**config.mk**
```make
export PLATFORM = sky130hd
export DESIGN_NAME = mcdf_arbiter
export DESIGN_NICKNAME = d
export VERILOG_FILES = /design/src/rtl/mcdf_arb_pkg.sv /design/src/rtl/mcdf_rr_prio_sel.sv /design/src/rtl/mcdf_arbiter.sv
export SDC_FILE = /design/constraint.sdc
export NUM_CORES = 1
export LEC_CHECK = 0
export CAP_MARGIN = 20
export CORE_MARGIN = 2
export CORE_UTILIZATION = 37
export DETAILED_ROUTE_END_ITERATION = 16
export HOLD_SLACK_MARGIN = 0.02
export PLACE_DENSITY_LB_ADDON = 0.08
export SYNTH_ARGS = -nofsm -noshare
export SYNTH_HDL_FRONTEND = slang
export SYNTH_SLANG_ARGS = --single-unit
export TNS_END_PERCENT = 30
```
**constraint.sdc**
```tcl
create_clock -name clk -period 6.7 [get_ports clk]
set_clock_uncertainty 0.15 [all_clocks]
set_input_delay 1.34 -clock clk [delete_from_list [all_inputs] [get_ports clk]]
set_output_delay 1.34 -clock clk [all_outputs]
set_load 0.01 [all_outputs]
```
**src/rtl/mcdf_arb_pkg.sv**
```systemverilog
// Shared types and helpers for the MCDF channel arbiter.
// Channel ids are 2 bits wide even though only three channels exist.
package mcdf_arb_pkg;

  localparam int NCH = 3;

  typedef logic [1:0] chid_t;

  typedef enum logic [1:0] {
    IDLE = 2'd0,
    ARB  = 2'd1,
    XFER = 2'd2
  } state_e;

  // Round-robin successor over channels 0..NCH-1.
  function automatic chid_t next_rr(input chid_t c);
    return (c >= chid_t'(NCH - 1)) ? chid_t'(0) : chid_t'(c + 2'd1);
  endfunction

endpackage

```
**src/rtl/mcdf_rr_prio_sel.sv**
```systemverilog
// Combinational winner select: lowest priority value wins, and ties are
// broken round-robin starting just after the last granted channel.
module mcdf_rr_prio_sel
  import mcdf_arb_pkg::*;
(
  input  logic [NCH-1:0]   eligible,
  input  logic [2*NCH-1:0] prios,
  input  chid_t            last_grant,
  output chid_t            winner,
  output logic             win_vld
);

  logic [1:0] best;
  chid_t      ch;

  always_comb begin
    best = 2'b11;
    for (int i = 0; i < NCH; i++) begin
      if (eligible[i] && (prios[2*i +: 2] < best)) begin
        best = prios[2*i +: 2];
      end
    end

    winner  = '0;
    win_vld = 1'b0;
    ch      = next_rr(last_grant);
    for (int k = 0; k < NCH; k++) begin
      if (!win_vld && eligible[ch] && (prios[2*int'(ch) +: 2] == best)) begin
        winner  = ch;
        win_vld = 1'b1;
      end
      ch = next_rr(ch);
    end
  end

endmodule

```
**src/rtl/mcdf_arbiter.sv**
```systemverilog
// MCDF arbiter: picks one slave channel per formatter request and streams
// exactly one packet of that channel's programmed length.
//
//   state | meaning
//   IDLE  | waiting for f2a_id_req with at least one eligible channel
//   ARB   | one cycle: winner, length and round-robin pointer registered
//   XFER  | streaming beats of the granted channel until the last one is acked
module mcdf_arbiter
  import mcdf_arb_pkg::*;
#(
  parameter int DW   = 32,
  parameter int LENW = 6
) (
  input  logic                clk,
  input  logic                rst,
  input  logic [NCH-1:0]      chnl_en,
  input  logic [2*NCH-1:0]    slv_prios,
  input  logic [NCH-1:0]      slv_reqs,
  input  logic [NCH*LENW-1:0] slv_lens,
  input  logic [NCH*DW-1:0]   slv_datas,
  input  logic [NCH-1:0]      slv_vlds,
  output logic [NCH-1:0]      a2s_acks,
  input  logic                f2a_id_req,
  input  logic                f2a_ack,
  output logic                a2f_val,
  output chid_t               a2f_id,
  output logic [DW-1:0]       a2f_data,
  output logic [LENW-1:0]     a2f_len
);

  state_e            state;
  state_e            state_nxt;
  chid_t             last_grant;
  logic [LENW-1:0]   beat_cnt;
  logic [NCH-1:0]    eligible;
  chid_t             winner;
  logic              win_vld;
  logic [LENW-1:0]   win_len;
  logic              xfer_ack;
  logic              last_beat;

  assign eligible  = slv_reqs & chnl_en;
  assign win_len   = slv_lens[int'(winner)*LENW +: LENW];
  assign xfer_ack  = (state == XFER) && slv_vlds[a2f_id] && f2a_ack;
  assign last_beat = (beat_cnt == (a2f_len - LENW'(1)));

  mcdf_rr_prio_sel u_sel (
    .eligible   (eligible),
    .prios      (slv_prios),
    .last_grant (last_grant),
    .winner     (winner),
    .win_vld    (win_vld)
  );

  always_ff @(posedge clk) begin
    if (rst) begin
      state <= IDLE;
    end else begin
      state <= state_nxt;
    end
  end

  always_comb begin
    state_nxt = state;
    case (state)
      IDLE: if (f2a_id_req && (eligible != '0)) state_nxt = ARB;
      ARB:  state_nxt = win_vld ? XFER : IDLE;
      XFER: if (xfer_ack && last_beat) state_nxt = IDLE;
      default: state_nxt = IDLE;
    endcase
  end

  always_comb begin
    a2f_val  = 1'b0;
    a2f_data = '0;
    a2s_acks = '0;
    if (state == XFER) begin
      a2f_val  = slv_vlds[a2f_id];
      a2f_data = slv_datas[int'(a2f_id)*DW +: DW];
      a2s_acks[a2f_id] = xfer_ack;
    end
  end

  // Grant bookkeeping; a zero programmed length still moves one beat.
  always_ff @(posedge clk) begin
    if (rst) begin
      last_grant <= chid_t'(2);
      a2f_id     <= '0;
      a2f_len    <= '0;
      beat_cnt   <= '0;
    end else begin
      if ((state == ARB) && win_vld) begin
        last_grant <= winner;
        a2f_id     <= winner;
        a2f_len    <= (win_len == '0) ? LENW'(1) : win_len;
        beat_cnt   <= '0;
      end else if (xfer_ack) begin
        beat_cnt <= beat_cnt + LENW'(1);
      end
    end
  end

endmodule

```
**Word level (Yosys, flattened, before mapping)**

Cells that the tools add are included.

- Register bits: 18
- Output and inout bits: 44
- Logic and storage cells: 88

- $add $sub $neg: 5
- $mul: 1
- $lt $le $gt $ge: 11
- Eq/ne operators: 8
- Shift operators: 5
- Muxes and demuxes: 30
- Bitwise operators: 2
- Reduce and logical (&&, ||, !) cells: 21

Operators with widths:

| operator | number |
|---|---|
| 96-bit by 8-bit variable part select with 32-bit output | 1 |
| 32-bit two-way mux | 1 |
| 2-bit two-way mux | 12 |
| 18-bit by 6-bit variable part select with 6-bit output | 1 |
| 6-bit by 4-bit variable part select with 2-bit output | 3 |
| 1-bit logical AND | 14 |
| 2-bit by 3-bit less-than comparator with 1-bit output (second input constant) | 4 |
| 1-bit two-way mux | 9 |
| 1-bit binary-select mux with 2-bit select | 4 |
| 2-bit by 1-bit adder with 2-bit output (second input constant) | 3 |
| 6-bit by 1-bit adder with 6-bit output (second input constant) | 1 |
| 3-bit bitwise AND | 2 |
| 2-bit == test | 3 |
| 6-bit == test | 1 |
| 2-bit greater-or-equal comparator (second input constant) | 3 |
| 6-bit logical NOT | 1 |
| 6-bit two-way mux | 1 |
| 2-bit case mux with 3 select lines | 1 |
| 6-bit by 1-bit subtractor with 6-bit output (second input constant) | 1 |
| 2-bit less-than comparator | 2 |
| 2-bit by 2-bit multiplier with 4-bit output (second input constant) | 1 |
| 2-bit inequality test (second input constant) | 2 |
| 3-bit two-way mux | 1 |
| 3-bit nonzero test | 1 |
| 9 further kinds | 10 |

**Longest topological paths before layout**

Gate-level depths: netlist of the first run.

- Depth after elaboration: 24
- Mapped depth: 19
- Mapped depth without buffers: 18

**Modules after synthesis**

From an unflattened synthesis of the first run, not the netlist that was laid out.

- Cell total of the unflattened synthesis: 355
- Area total of the unflattened synthesis: 2,507.4 µm²

By module, submodules not included:

| module | instances | cells each | area an instance (µm²) | seq. area each (µm²) |
|---|---|---|---|---|
| mcdf_arbiter | 1 | 271 | 1,899.3 | 340.3 |
| mcdf_rr_prio_sel | 1 | 84 | 608.1 | 0.0 |

**Worst setup path before layout of the first run**

OpenSTA, ideal clock, no wires.

- Path type: input port to flip-flop
- Start point: input slv_reqs[0]
- End point: register a2f_len[0]
- Setup time: 0.088 ns
- Data arrival time: 5.313 ns
- Setup slack: 1.149 ns
- Stages: 19
- Path buffers: 1
- Cell sequence: nand2_1 nor2_1 ha_1 nand3b_1 a211o_1 o32ai_4 ha_1 and4bb_2 o21bai_1 or3_1 o2111ai_1 o21ba_2 nor4_4 nand2b_1 buf_6 o2111ai_1 a221oi_2 or4b_1 a311oi_2

- Word-level cells in the longest chain between the ends: 24

RTL lines:

| item | line | text |
|---|---|---|
| start, declared | mcdf_arbiter.sv:18 | `input logic [NCH-1:0] slv_reqs,` |
| 3-bit bitwise AND (*) | mcdf_arbiter.sv:42 | `assign eligible = slv_reqs & chnl_en;` |
| 1-bit logical AND | mcdf_rr_prio_sel.sv:19 | `if (eligible[i] && (prios[2*i +: 2] < best)) begin` |
| 2-bit two-way mux | mcdf_rr_prio_sel.sv:19 |  |
| 2-bit less-than comparator | mcdf_rr_prio_sel.sv:19 |  |
| 1-bit logical AND | mcdf_rr_prio_sel.sv:19 |  |
| 2-bit two-way mux | mcdf_rr_prio_sel.sv:19 |  |
| 2-bit less-than comparator | mcdf_rr_prio_sel.sv:19 |  |
| 1-bit logical AND | mcdf_rr_prio_sel.sv:19 |  |
| [... 7 more ...] | - |  |
| 1-bit two-way mux | mcdf_rr_prio_sel.sv:28 | `if (!win_vld && eligible[ch] && (prios[2*int'(ch) +: 2] == best)) begin` |
| 1-bit logical NOT | mcdf_rr_prio_sel.sv:28 |  |
| 1-bit logical AND (2 in series) | mcdf_rr_prio_sel.sv:28 |  |
| 2-bit two-way mux | mcdf_rr_prio_sel.sv:28 |  |
| 2-bit by 2-bit multiplier with 4-bit output | mcdf_arbiter.sv:43 | `assign win_len = slv_lens[int'(winner)*LENW +: LENW];` |
| 18-bit by 6-bit variable part select with 6-bit output | mcdf_arbiter.sv:43 |  |
| 6-bit logical NOT | mcdf_arbiter.sv:95 | `a2f_len <= (win_len == '0) ? LENW'(1) : win_len;` |
| 6-bit two-way mux | mcdf_arbiter.sv:95 |  |
| end signal, assigned | mcdf_arbiter.sv:95 |  |
| end, declared | mcdf_arbiter.sv:28 | `output logic [LENW-1:0] a2f_len` |

Every way passes the cells marked *; elsewhere a longest branch is shown, timed or not. The select of a mux whose other input is x is not followed.
A chain may end at the register's enable or synchronous reset.

**Final worst setup path of the first run**

- Start point: input chnl_en[0]
- End point: register a2f_len[0]

- Word-level cells in the longest chain between the ends: 24

RTL lines:

| item | line | text |
|---|---|---|
| start, declared | mcdf_arbiter.sv:16 | `input logic [NCH-1:0] chnl_en,` |
| 3-bit bitwise AND (*) | mcdf_arbiter.sv:42 |  |
| 1-bit logical AND | mcdf_rr_prio_sel.sv:19 |  |
| 2-bit two-way mux | mcdf_rr_prio_sel.sv:19 |  |
| 2-bit less-than comparator | mcdf_rr_prio_sel.sv:19 |  |
| 1-bit logical AND | mcdf_rr_prio_sel.sv:19 |  |
| 2-bit two-way mux | mcdf_rr_prio_sel.sv:19 |  |
| 2-bit less-than comparator | mcdf_rr_prio_sel.sv:19 |  |
| 1-bit logical AND | mcdf_rr_prio_sel.sv:19 |  |
| [... 7 more ...] | - |  |
| 1-bit two-way mux | mcdf_rr_prio_sel.sv:28 |  |
| 1-bit logical NOT | mcdf_rr_prio_sel.sv:28 |  |
| 1-bit logical AND (2 in series) | mcdf_rr_prio_sel.sv:28 |  |
| 2-bit two-way mux | mcdf_rr_prio_sel.sv:28 |  |
| 2-bit by 2-bit multiplier with 4-bit output | mcdf_arbiter.sv:43 |  |
| 18-bit by 6-bit variable part select with 6-bit output | mcdf_arbiter.sv:43 |  |
| 6-bit logical NOT | mcdf_arbiter.sv:95 |  |
| 6-bit two-way mux | mcdf_arbiter.sv:95 |  |

Marks and branches as above.

==> summary.md, run 1 <==
| Metric | Value |
|---|---|
| Status | `finished clean` |
| Average wire per cell in the routed design | `between 10 and 15 µm` |
| Layout net count | `660` |
| Residual DRC count | `0` |
| Number of buffers between clock root and the deepest sink | `2` |
| Initial antenna violation count | `0` |
| Final sum of negative setup slack | `0 ns` |
| Crit-path cells | `clkdlybuf4s50_1 -> nand2_1 -> nor2_1 -> ha_1 -> a211o_1 -> o32ai_4 -> ha_1 -> and4bb_2 -> o21bai_1 -> o21ai_0 -> o2111ai_1 -> o21ba_2 -> or3b_1 -> a21o_1 -> a21o_1 -> a221oi_2 -> or4b_1 -> a311oi_2` |
| Total setup violations reported at the end of the flow | `0` |
| Layout-stage area growth over the synthesis result | `68.97%` |
| Number of top-level design ports | `177` |
| Avg Inst Size Synth | `7.158 µm²` |
| H-tree depth reported by CTS | `1` |
| Peak per-stage delay on the critical path | `0.55 ns` |
| Library cell contributing the largest single delay on the critical path | `sky130_fd_sc_hd__clkdlybuf4s50_1` |
| Setup slack of the critical path after layout | `0.4651 ns` |
| Die extent in y | `88.03 µm` |
| Synth area leaders | `sky130_fd_sc_hd__mux2i_1 (18%), sky130_fd_sc_hd__nor2_1 (13%), sky130_fd_sc_hd__dfxtp_1 (13%)` |
| Post-DP Area | `between 4000 and 5000 µm²` |
| Worst slew slack as a fraction of its limit | `0.4705` |
| Insertion delay to the later sink of the worst-skew pair | `0.25 ns` |
| Max Transition Viols Final | `0` |
| Total grt overflow | `0` |
| FF-to-FF path depth | `12` |
| DRT iter0 DRCs | `80` |
| Number of global-route vias before repair | `a little under 3000` |
| Yosys top cell by area | `sky130_fd_sc_hd__mux2i_1` |
| Hold slack final | `~0.37 ns` |
| Starting utilization of the core area | `0.3824` |
| Global-route total usage across every layer | `0.2194` |
| Maximum clock rate | `~160 MHz` |
| Static leakage | `1.551 nW` |
| Final weighted congestion in routability-driven placement | `between 0.8 and 0.9` |
| Hold violation count in the final report | `0` |
| CTS tree | `built` |
| Dominant delay contributor by cell family on the critical path | `compound AO/OA/AOI/OAI gates` |
| Total number of cells along the worst setup path | `18` |
| Worst Hold Path Cells | `2` |
| FILL cells | `640` |
| Cell variety after synth | `64` |
| Yosys top cell area share | `0.1762` |
| Primary FF master, synth | `sky130_fd_sc_hd__dfxtp_1` |
| Syn. warnings | `0` |
| Total vias in the final route | `3112` |
| Buf+Inv Stages, Crit Path | `1` |
| Area of the core region | `6832 µm²` |
| Maximum ir drop on the vdd rail | `0.05666 mV` |
| Number of flip-flops and latches in the synthesized netlist | `17` |
| Router iterations before antenna repair | `4` |
| Total clock buffers created by CTS | `3` |
| Clock slew at reported path FFs | `~0.070 ns` |
| Clock Root Buffer | `sky130_fd_sc_hd__clkbuf_8` |
| Count of antenna-violating nets left after detailed routing | `0` |
| Setup repair after global routing missed its margin | `false` |
| Number of clock sinks | `17` |
| Synthesized netlist cell count | `365` |
| Proportion of synthesized chip area in sequential cells | `0.1303` |
| Kind of start point of the critical path | `input port` |
| Period Utilization, post-route | `0.9306` |
| Post-synthesis instance area | `about 2600 µm²` |
| Endpoint required time on the critical path | `6.72 ns` |
| Hold_buf cts | `0` |
| Fraction of layout cells with a size suffix above 1 | `0.07280` |
| Share of flip-flops with an asynchronous set or reset | `0` |
| Largest net degree at the start of global routing | `39` |
| Max-cap viol count | `0` |
| Number of synthesized flops with an enable pin | `0` |
| Diode insertion count for antenna repair | `0` |
| Post-synth net total | `502` |
| Total die area | `7749 µm²` |
| CP arrival | `6.25 ns` |
| Total non-filler cell area in the finished layout | `4414 µm²` |
| Worst Tran Pin Value | `approximately 0.79 ns` |
| Hold WC Path Type | `reg -> reg` |
| Die Wd | `around 88 µm` |
| Input/output buffers | `176` |
| Fraction of the core area covered by cells at the end of the flow | `0.6462` |
| Total detailed-routing wirelength | `9.255 mm` |
| Total power density per cell area | `84.26 nW/µm²` |
| Shortest clock period the worst path allows after layout | `6.235 ns` |
| First-pass GRT wire length | `13.83 mm` |
| Number of standard-cell rows in the floorplan | `30` |
| Post-detail-place hpwl | `about 7.4 mm` |
| Kind of end point of the critical path | `flip-flop` |
| Critical-path maximum fanout | `6` |
| WS Path Type | `in -> reg` |
| Vias per cell | `around 5.0` |
| DP Worst Slack | `0.1408 ns` |
-- cell type report --
cell class | count | area, µm² | area share
repair buffers | 181 | 1799 | 0.4076
flip-flops and latches | 17 | 341.6 | 0.07738
well taps | 96 | 120.1 | 0.02721
clock buffers | 4 | 45.04 | 0.01020
inverters | 4 | 15.01 | 0.003401
multi-input cells | 316 | 2093 | 0.4742
-- worst register-to-register path: cells and delay by family (launching register included) --
family	cells	cell delay, ns
flip-flops	1	0.75
buffers and inverters	1	0.53
multiplexers	1	0.32
AND/OR/NAND/NOR	4	1.08
XOR/XNOR	1	0.17
AO/OA/AOI/OAI	5	1.22
-- sequential cells by signal, summed over array words and instances, names as in the netlist --
register	cells
a2f_id	2
a2f_len	6
beat_cnt	6
last_grant	1
state	2
-- layer usage --
metal	vias to the layer above	routed length, µm	global-route usage
li1	1609	-	-
met1	1400	3906	0.2675
met2	92	4788	0.4105
met3	11	468	0.04147
met4	0	91	0.02617
met5	-	0	0
-- cell usage in the layout, fill, tap and decap left out, drive strengths merged, types with 4 or more instances in the layout --
cell,count
nand3,5
nor3,4
clkdlybuf4s50,176
xnor2,12
nor2,93
ha,4
o2111ai,5
nor2b,5
a221oi,4
mux2i,46
dfxtp,17
inv,4
xor2,6
clkbuf,4
a21oi,40
buf,5
nand2,16
o21ai,15
nand2b,6
-- kinds of logic after synthesis --
family	share of synthesized area
AO/OA/AOI/OAI	0.2332
buffers and inverters	0.07040
AND/OR/NAND/NOR	0.3003
multiplexers	0.1863
XOR/XNOR	0.06034
flip-flops	0.1303
adder cells (fa/ha/maj)	0.01916
-- per-stage QoR --
stage,power (mW),instances
after floorplan,0.1956,365
after global placement,0.2940,614
after detailed placement,0.2962,614
after CTS,0.3743,618
after global routing,0.3942,618
final,0.3720,618
-- synthesized netlist by cell type (5+ instances only) --
cell,number
sky130_fd_sc_hd__clkbuf_1,16
sky130_fd_sc_hd__nand3_1,5
sky130_fd_sc_hd__o2111ai_1,5
sky130_fd_sc_hd__xor2_1,6
sky130_fd_sc_hd__nand2_1,16
sky130_fd_sc_hd__dfxtp_1,17
sky130_fd_sc_hd__mux2i_1,46
sky130_fd_sc_hd__nand2b_1,6
sky130_fd_sc_hd__nor2b_1,5
sky130_fd_sc_hd__o21ai_0,13
sky130_fd_sc_hd__xnor2_1,12
sky130_fd_sc_hd__a21oi_1,40
sky130_fd_sc_hd__nor2_1,93
-- power by group --
group          switching [mW]  internal, mW  leakage (nW)
Clock                  0.0347        0.0422        0.0228
Sequential            0.00316         0.103         0.138
Combinational          0.0722         0.117          1.39
-- what timing repair did --
action                                  in CTS  in global routing
endpoints found under the setup margin       0                  1
setup buffers                                0                  0
gates resized for setup                      0                  1
endpoints found under the hold margin        0                  0
-- final timing paths --
path / startpoint / endpoint / slack, ns
setup / recovery: chnl_en[0] / a2f_len[0]$_SDFFE_PP0P_ / 0.47
hold / removal: beat_cnt[1]$_SDFFE_PP0P_ / beat_cnt[1]$_SDFFE_PP0P_ / 0.37
setup reg to reg: a2f_id[0]$_SDFFE_PP0P_ / a2f_len[0]$_SDFFE_PP0P_ / 2.39
hold reg to reg: beat_cnt[1]$_SDFFE_PP0P_ / beat_cnt[1]$_SDFFE_PP0P_ / 0.37
No activity file was read; power rests on OpenSTA's default activity.
==> run 2, diff against run 1 <==
--- a/config.mk
+++ b/config.mk
@@ -6,7 +6,7 @@
 export NUM_CORES = 1
 export LEC_CHECK = 0
 export CAP_MARGIN = 20
-export CORE_MARGIN = 2
+export CORE_MARGIN = 3
 export CORE_UTILIZATION = 37
 export DETAILED_ROUTE_END_ITERATION = 16
 export HOLD_SLACK_MARGIN = 0.02
==> run 2 against run 1 <==
Count of clock-buffer cells in the layout stayed put. Register-to-register slack worse by 0.09 ns. Flip-flop and latch count stayed put. Maximum frequency is 0.71% lower. Critical path depth stayed put. Wire length is 6.8% higher. Global-route usage is 1.3 points higher. Utilization is 2.1 points higher. Clock power is 2% higher. Sequential power hardly changed. Non-clock buffer count stayed put. Largest power group unchanged. Highest routed layer unchanged.
==> summary.md, run 2 (synthesis gave the netlist of run 1 again) <==
| Metric | Value |
|---|---|
| Total grt overflow | `0` |
| Max-cap viol count | `0` |
| Hold WC Path Type | `reg -> reg` |
| Diode insertion count for antenna repair | `0` |
| Fraction of layout cells with a size suffix above 1 | `0.07088` |
| Number of global-route vias before repair | `between 3000 and 4000` |
| Count of antenna-violating nets left after detailed routing | `0` |
| First-pass GRT wire length | `about 16 mm` |
| Maximum clock rate | `roughly 160 MHz` |
| Layout-stage area growth over the synthesis result | `68.73%` |
| WS Path Type | `in -> reg` |
| Vias per cell | `5.275` |
| DRT iter0 DRCs | `101` |
| Input/output buffers | `176` |
| Initial antenna violation count | `0` |
| Most common cell after layout, fill and taps aside | `sky130_fd_sc_hd__clkdlybuf4s50_1` |
| Layout net count | `660` |
| Total power | `0.3738 mW` |
| Hold slack final | `0.3586 ns` |
| Residual DRC count | `0` |
| Number of clock sinks | `17` |
| CTS tree | `built` |
| H-tree depth reported by CTS | `1` |
| Total clock buffers created by CTS | `3` |
| Insertion delay to the later sink of the worst-skew pair | `between 0.2 and 0.3 ns` |
| Kind of start point of the critical path | `input port` |
| Total vias in the final route | `3244` |
| Final weighted congestion in routability-driven placement | `about 0.93` |
| Maximum ir drop on the vdd rail | `~0.063 mV` |
| Largest registers in the final layout | `a2f_len (6), beat_cnt (6)` |
| Static leakage | `1.552 nW` |
| Final sum of negative setup slack | `0 ns` |
| Total die area | `8105 µm²` |
| Largest net degree at the start of global routing | `38` |
| Hold_buf cts | `0` |
| Number of top-level design ports | `~180` |
| DP Worst Slack | `0.1405 ns` |
| Endpoint required time on the critical path | `6.72 ns` |
| Number of buffers between clock root and the deepest sink | `2` |
| Die extent in y | `90.03 µm` |
| Critical-path maximum fanout | `6` |
| Fraction of the core area covered by cells at the end of the flow | `0.6675` |
| Total power density per cell area | `84.81 nW/µm²` |
| Setup repair after global routing missed its margin | `false` |
| Number of standard-cell rows in the floorplan | `29` |
| CP arrival | `around 6.3 ns` |
| Setup slack of the critical path after layout | `0.4207 ns` |
| Status | `finished clean` |
| Period Utilization, post-route | `0.9372` |
| Kind of end point of the critical path | `flip-flop` |
| Clock Root Buffer | `sky130_fd_sc_hd__clkbuf_8` |
| Hold violation count in the final report | `0` |
| Clock slew at reported path FFs | `0.07 ns` |
| Total setup violations reported at the end of the flow | `0` |
| Worst slew slack as a fraction of its limit | `0.4317` |
| Total detailed-routing wirelength | `~10 mm` |
| Commonest cells after routing, fill and taps aside | `sky130_fd_sc_hd__clkdlybuf4s50_1 (176), sky130_fd_sc_hd__nor2_1 (93), sky130_fd_sc_hd__mux2i_1 (46)` |
| Starting utilization of the core area | `0.3956` |
| Global-route total usage across every layer | `0.2322` |
| Area of the core region | `6604 µm²` |
| Post-detail-place hpwl | `7.920 mm` |
| Die Wd | `90.03 µm` |
| Buffers inserted by post-CTS timing repair | `0` |
| Worst Tran Pin Value | `0.8525 ns` |
| Average wire per cell in the routed design | `16.07 µm` |
| Max Transition Viols Final | `0` |
| Router iterations before antenna repair | `4` |
| Shortest clock period the worst path allows after layout | `6.279 ns` |
| Post-cts repair resize count | `0` |
==> run 2: changes by cell type in the layout (fill, tap and decap cells not counted) <==
cell                       delta
sky130_fd_sc_hd__nand2b_1     +1
sky130_fd_sc_hd__nand2b_2     -1
==> run 2: stage by stage <==
stage	area, µm²	cells
detailed placement	4363	611
global route	4408	615
global placement	4363	611
finish	4408	615
floorplan	2613	365
CTS	4408	615
==> run 2: path summary, 6_finish.rpt <==
kind                            cells past startpoint                        to  slack, ns                     start
worst max-delay path                               18   a2f_len[0]$_SDFFE_PP0P_       0.42                chnl_en[0]
worst min register to register                      2  beat_cnt[1]$_SDFFE_PP0P_       0.36  beat_cnt[1]$_SDFFE_PP0P_
worst max register to register                     12   a2f_len[0]$_SDFFE_PP0P_       2.30    a2f_id[0]$_SDFFE_PP0P_
worst min-delay path                                2  beat_cnt[1]$_SDFFE_PP0P_       0.36  beat_cnt[1]$_SDFFE_PP0P_
==> run 2: report_power, final <==
group | switching, mW | internal (mW) | total (mW)
Combinational | 0.0728 | 0.117 | 0.189
Clock | 0.0359 | 0.0422 | 0.0781
Sequential | 0.00340 | 0.103 | 0.106
==> run 2: per-layer routing <==
metal  part of all wire  global-route usage  vias up
li1                   -                   -     1609
met1               0.39              0.2617     1516
met2               0.54              0.4574      113
met3              0.063             0.05175        6
met4             0.0073             0.01786        0
met5                  0                   0        -
==> run 2: final cells by class <==
type,count,area (µm²)
fillers,599,2196
clock buffers,4,45.04
repair buffers,181,1799
inverters,4,15.01
well taps,93,116.4
multi-input cells,316,2091
flip-flops and latches,17,341.6
==> run 2: worst max-delay path, stage by stage <==
cell	delay [ns]
sky130_fd_sc_hd__clkdlybuf4s50_1	0.55
sky130_fd_sc_hd__nand2_1	0.20
sky130_fd_sc_hd__nor2_1	0.14
sky130_fd_sc_hd__ha_1	0.27
sky130_fd_sc_hd__a211o_1	0.34
sky130_fd_sc_hd__o32ai_4	0.22
sky130_fd_sc_hd__ha_1	0.31
sky130_fd_sc_hd__and4bb_2	0.36
sky130_fd_sc_hd__o21bai_1	0.10
sky130_fd_sc_hd__or3_1	0.38
sky130_fd_sc_hd__o2111ai_1	0.08
sky130_fd_sc_hd__o21ba_2	0.22
sky130_fd_sc_hd__nor4_4	0.29
sky130_fd_sc_hd__nand2b_1	0.36
sky130_fd_sc_hd__o2111ai_1	0.19
sky130_fd_sc_hd__a221oi_2	0.25
sky130_fd_sc_hd__or4b_1	0.47
sky130_fd_sc_hd__a311oi_2	0.23
==> run 3, diff against run 2 <==
--- a/config.mk
+++ b/config.mk
@@ -6,6 +6,7 @@
 export NUM_CORES = 1
 export LEC_CHECK = 0
 export CAP_MARGIN = 20
+export CORE_ASPECT_RATIO = 2
 export CORE_MARGIN = 3
 export CORE_UTILIZATION = 37
 export DETAILED_ROUTE_END_ITERATION = 16
==> run 3 against run 2 <==
Sequential power about the same. Largest power group unchanged. Combinational power about the same. Cell count decreased by 0.81%. Wire length increased by 7.3%. Critical path depth increased by 1.
==> summary.md, run 3 (synthesis gave the netlist of run 1 again) <==
| Metric | Value |
|---|---|
| Number of clock sinks | `17` |
| H-tree depth reported by CTS | `1` |
| Hold violation count in the final report | `0` |
| Internal Pwr Total | `roughly 0.3 mW` |
| Count of antenna-violating nets left after detailed routing | `0` |
| Number of standard-cell rows in the floorplan | `42` |
| Die Wd | `65.42 µm` |
| Total grt overflow | `0` |
| Endpoint required time on the critical path | `6.71 ns` |
| Buf+Inv Stages, Crit Path | `1` |
| Period Utilization, post-route | `0.9502` |
| Input/output buffers | `176` |
| Status | `finished clean` |
| Clock slew at reported path FFs | `0.05 ns` |
| Die extent in y | `124.8 µm` |
| Total die area | `between 8000 and 9000 µm²` |
| Worst slew slack as a fraction of its limit | `0.4814` |
| Initial antenna violation count | `0` |
| Global-route total usage across every layer | `0.2541` |
| Largest net degree at the start of global routing | `38` |
| Number of buffers between clock root and the deepest sink | `2` |
| Commonest cells after routing, fill and taps aside | `sky130_fd_sc_hd__clkdlybuf4s50_1 (176), sky130_fd_sc_hd__nor2_1 (93), sky130_fd_sc_hd__mux2i_1 (46)` |
| Shortest clock period the worst path allows after layout | `6.366 ns` |
| Most common cell after layout, fill and taps aside | `sky130_fd_sc_hd__clkdlybuf4s50_1` |
| Max Transition Viols Final | `0` |
| Area of the core region | `around 6700 µm²` |
| Share of total power in the clock network | `0.288` |
| Insertion delay to the later sink of the worst-skew pair | `roughly 0.25 ns` |
| Residual DRC count | `0` |
| Layout-stage area growth over the synthesis result | `69.83%` |
| Grt met3 use | `0.05415` |
| First-pass GRT wire length | `16.41 mm` |
| Area occupied by multi-input gates | `2091 µm²` |
| Total power | `between 0.4 and 0.5 mW` |
| Total power density per cell area | `around 94 nW/µm²` |
| Post-detail-place hpwl | `slightly below 9 mm` |
| Static leakage | `approximately 1.6 nW` |
| Average wire per cell in the routed design | `17.39 µm` |
| Busiest layer in global routing | `met2` |
| Hold slack final | `between 0.3 and 0.4 ns` |
| Total setup violations reported at the end of the flow | `0` |
| Router iterations before antenna repair | `4` |
| DRT iter0 DRCs | `between 150 and 200` |
| Setup repair after global routing missed its margin | `false` |
| Final weighted congestion in routability-driven placement | `between 0.9 and 1` |
| Total non-filler cell area in the finished layout | `4437 µm²` |
| CP arrival | `roughly 6.4 ns` |
| Met1 track demand over resource in global routing | `0.2376` |
| Critical-path maximum fanout | `6` |
| Dominant delay contributor by cell family on the critical path | `simple AND/OR/NAND/NOR gates` |
| Final sum of negative setup slack | `0 ns` |
| Kind of start point of the critical path | `input port` |
| Library cell contributing the largest single delay on the critical path | `sky130_fd_sc_hd__clkdlybuf4s50_1` |
| Diode insertion count for antenna repair | `0` |
| Layout net count | `660` |
| Switch share | `0.2813` |
| Buffers inserted by post-CTS timing repair | `0` |
| Peak per-stage delay on the critical path | `between 0.4 and 0.5 ns` |
| Total detailed-routing wirelength | `10.61 mm` |
| Number of global-route vias before repair | `3237` |
| WS Path Type | `in -> reg` |
| Switching power | `roughly 0.12 mW` |
| Proportion of power drawn by flip-flops and latches | `0.255` |
| FILL cells | `636` |
| Max-cap viol count | `0` |
| Vias per cell | `5.323` |
| Total clock buffers created by CTS | `3` |
| Post-cts repair resize count | `0` |
| Maximum clock rate | `between 150 and 200 MHz` |
| Total vias in the final route | `3247` |
| GR met2 Demand/Resource | `0.5158` |
| Fraction of layout cells with a size suffix above 1 | `0.07280` |
| Share of power burned in combinational logic | `0.457` |
| Maximum ir drop on the vdd rail | `0.1121 mV` |
| Hold_buf cts | `0` |
| Area occupied by registers | `341.6 µm²` |
| Crit-path cells | `clkdlybuf4s50_1 -> nand2_1 -> nor2_1 -> ha_1 -> nand3b_1 -> a211o_1 -> o32ai_4 -> ha_1 -> and4bb_2 -> o21bai_1 -> or3_1 -> o2111ai_1 -> o21ba_2 -> nor4_4 -> nand2b_1 -> o2111ai_1 -> a221oi_2 -> or4b_1 -> a311oi_2` |
| Post-DP Area | `4357 µm²` |
| Worst Tran Pin Value | `0.7768 ns` |
| Largest registers in the final layout | `a2f_len (6), beat_cnt (6)` |
| Clock Root Buffer | `sky130_fd_sc_hd__clkbuf_16` |
| Starting utilization of the core area | `0.3884` |
| Kind of end point of the critical path | `flip-flop` |
| Number of top-level design ports | `177` |
| Hold WC Path Type | `reg -> reg` |
| CTS tree | `built` |
[run 3: worst register-to-register path: cells and delay by family (launching register included)]
| kind | cells | cell delay, ns |
|---|---|---|
| simple gates | 3 | 1.14 |
| flops | 1 | 0.82 |
| mux | 1 | 0.32 |
| compound gates | 6 | 1.44 |
[run 3: metal layers]
metal	routed length [µm]	part of all wire	up-vias
met1	3422	0.32	1512
met4	276	0.026	0
met5	0	0	-
met2	6196	0.58	116
met3	710	0.067	18
li1	-	-	1601
[run 3: worst paths after layout]
kind / slack [ns] / end / cells past startpoint / start
setup / recovery: 0.33 / a2f_len[0]$_SDFFE_PP0P_ / 19 / slv_reqs[0]
hold / removal: 0.39 / beat_cnt[1]$_SDFFE_PP0P_ / 2 / beat_cnt[1]$_SDFFE_PP0P_
setup reg to reg: 2.74 / a2f_len[0]$_SDFFE_PP0P_ / 10 / last_grant[1]$_SDFFE_PP1P_
hold reg to reg: 0.39 / beat_cnt[1]$_SDFFE_PP0P_ / 2 / beat_cnt[1]$_SDFFE_PP0P_
[run 3: layout make-up]
cell class | count | area share
inverter | 4 | 0.003384
timing repair buffer | 181 | 0.4055
clock buffer | 3 | 0.01692
clock inverter | 1 | 0.001128
sequential | 17 | 0.07699
multi-input combinational | 316 | 0.4712
tap | 88 | 0.02482
[run 3: metrics by stage]
stage	util	setup WS, ns	instances
2_1_floorplan	-	1.149	365
3_3_place_gp	0.6477	0.3224	606
3_5_place_dp	0.6477	0.08744	606
4_1_cts	0.6596	0.3437	610
5_1_grt	0.6596	0.1271	610
6_report	0.6596	0.3340	610
[run 3: power by group through the flow]
stage	clock, mW	sequential (mW)	combinational, mW
after floorplan	0	0.107	0.0885
after global placement	0	0.108	0.187
after CTS	0.121	0.106	0.191
final	0.120	0.106	0.191
after detailed placement	0	0.108	0.190
after global routing	0.125	0.107	0.207
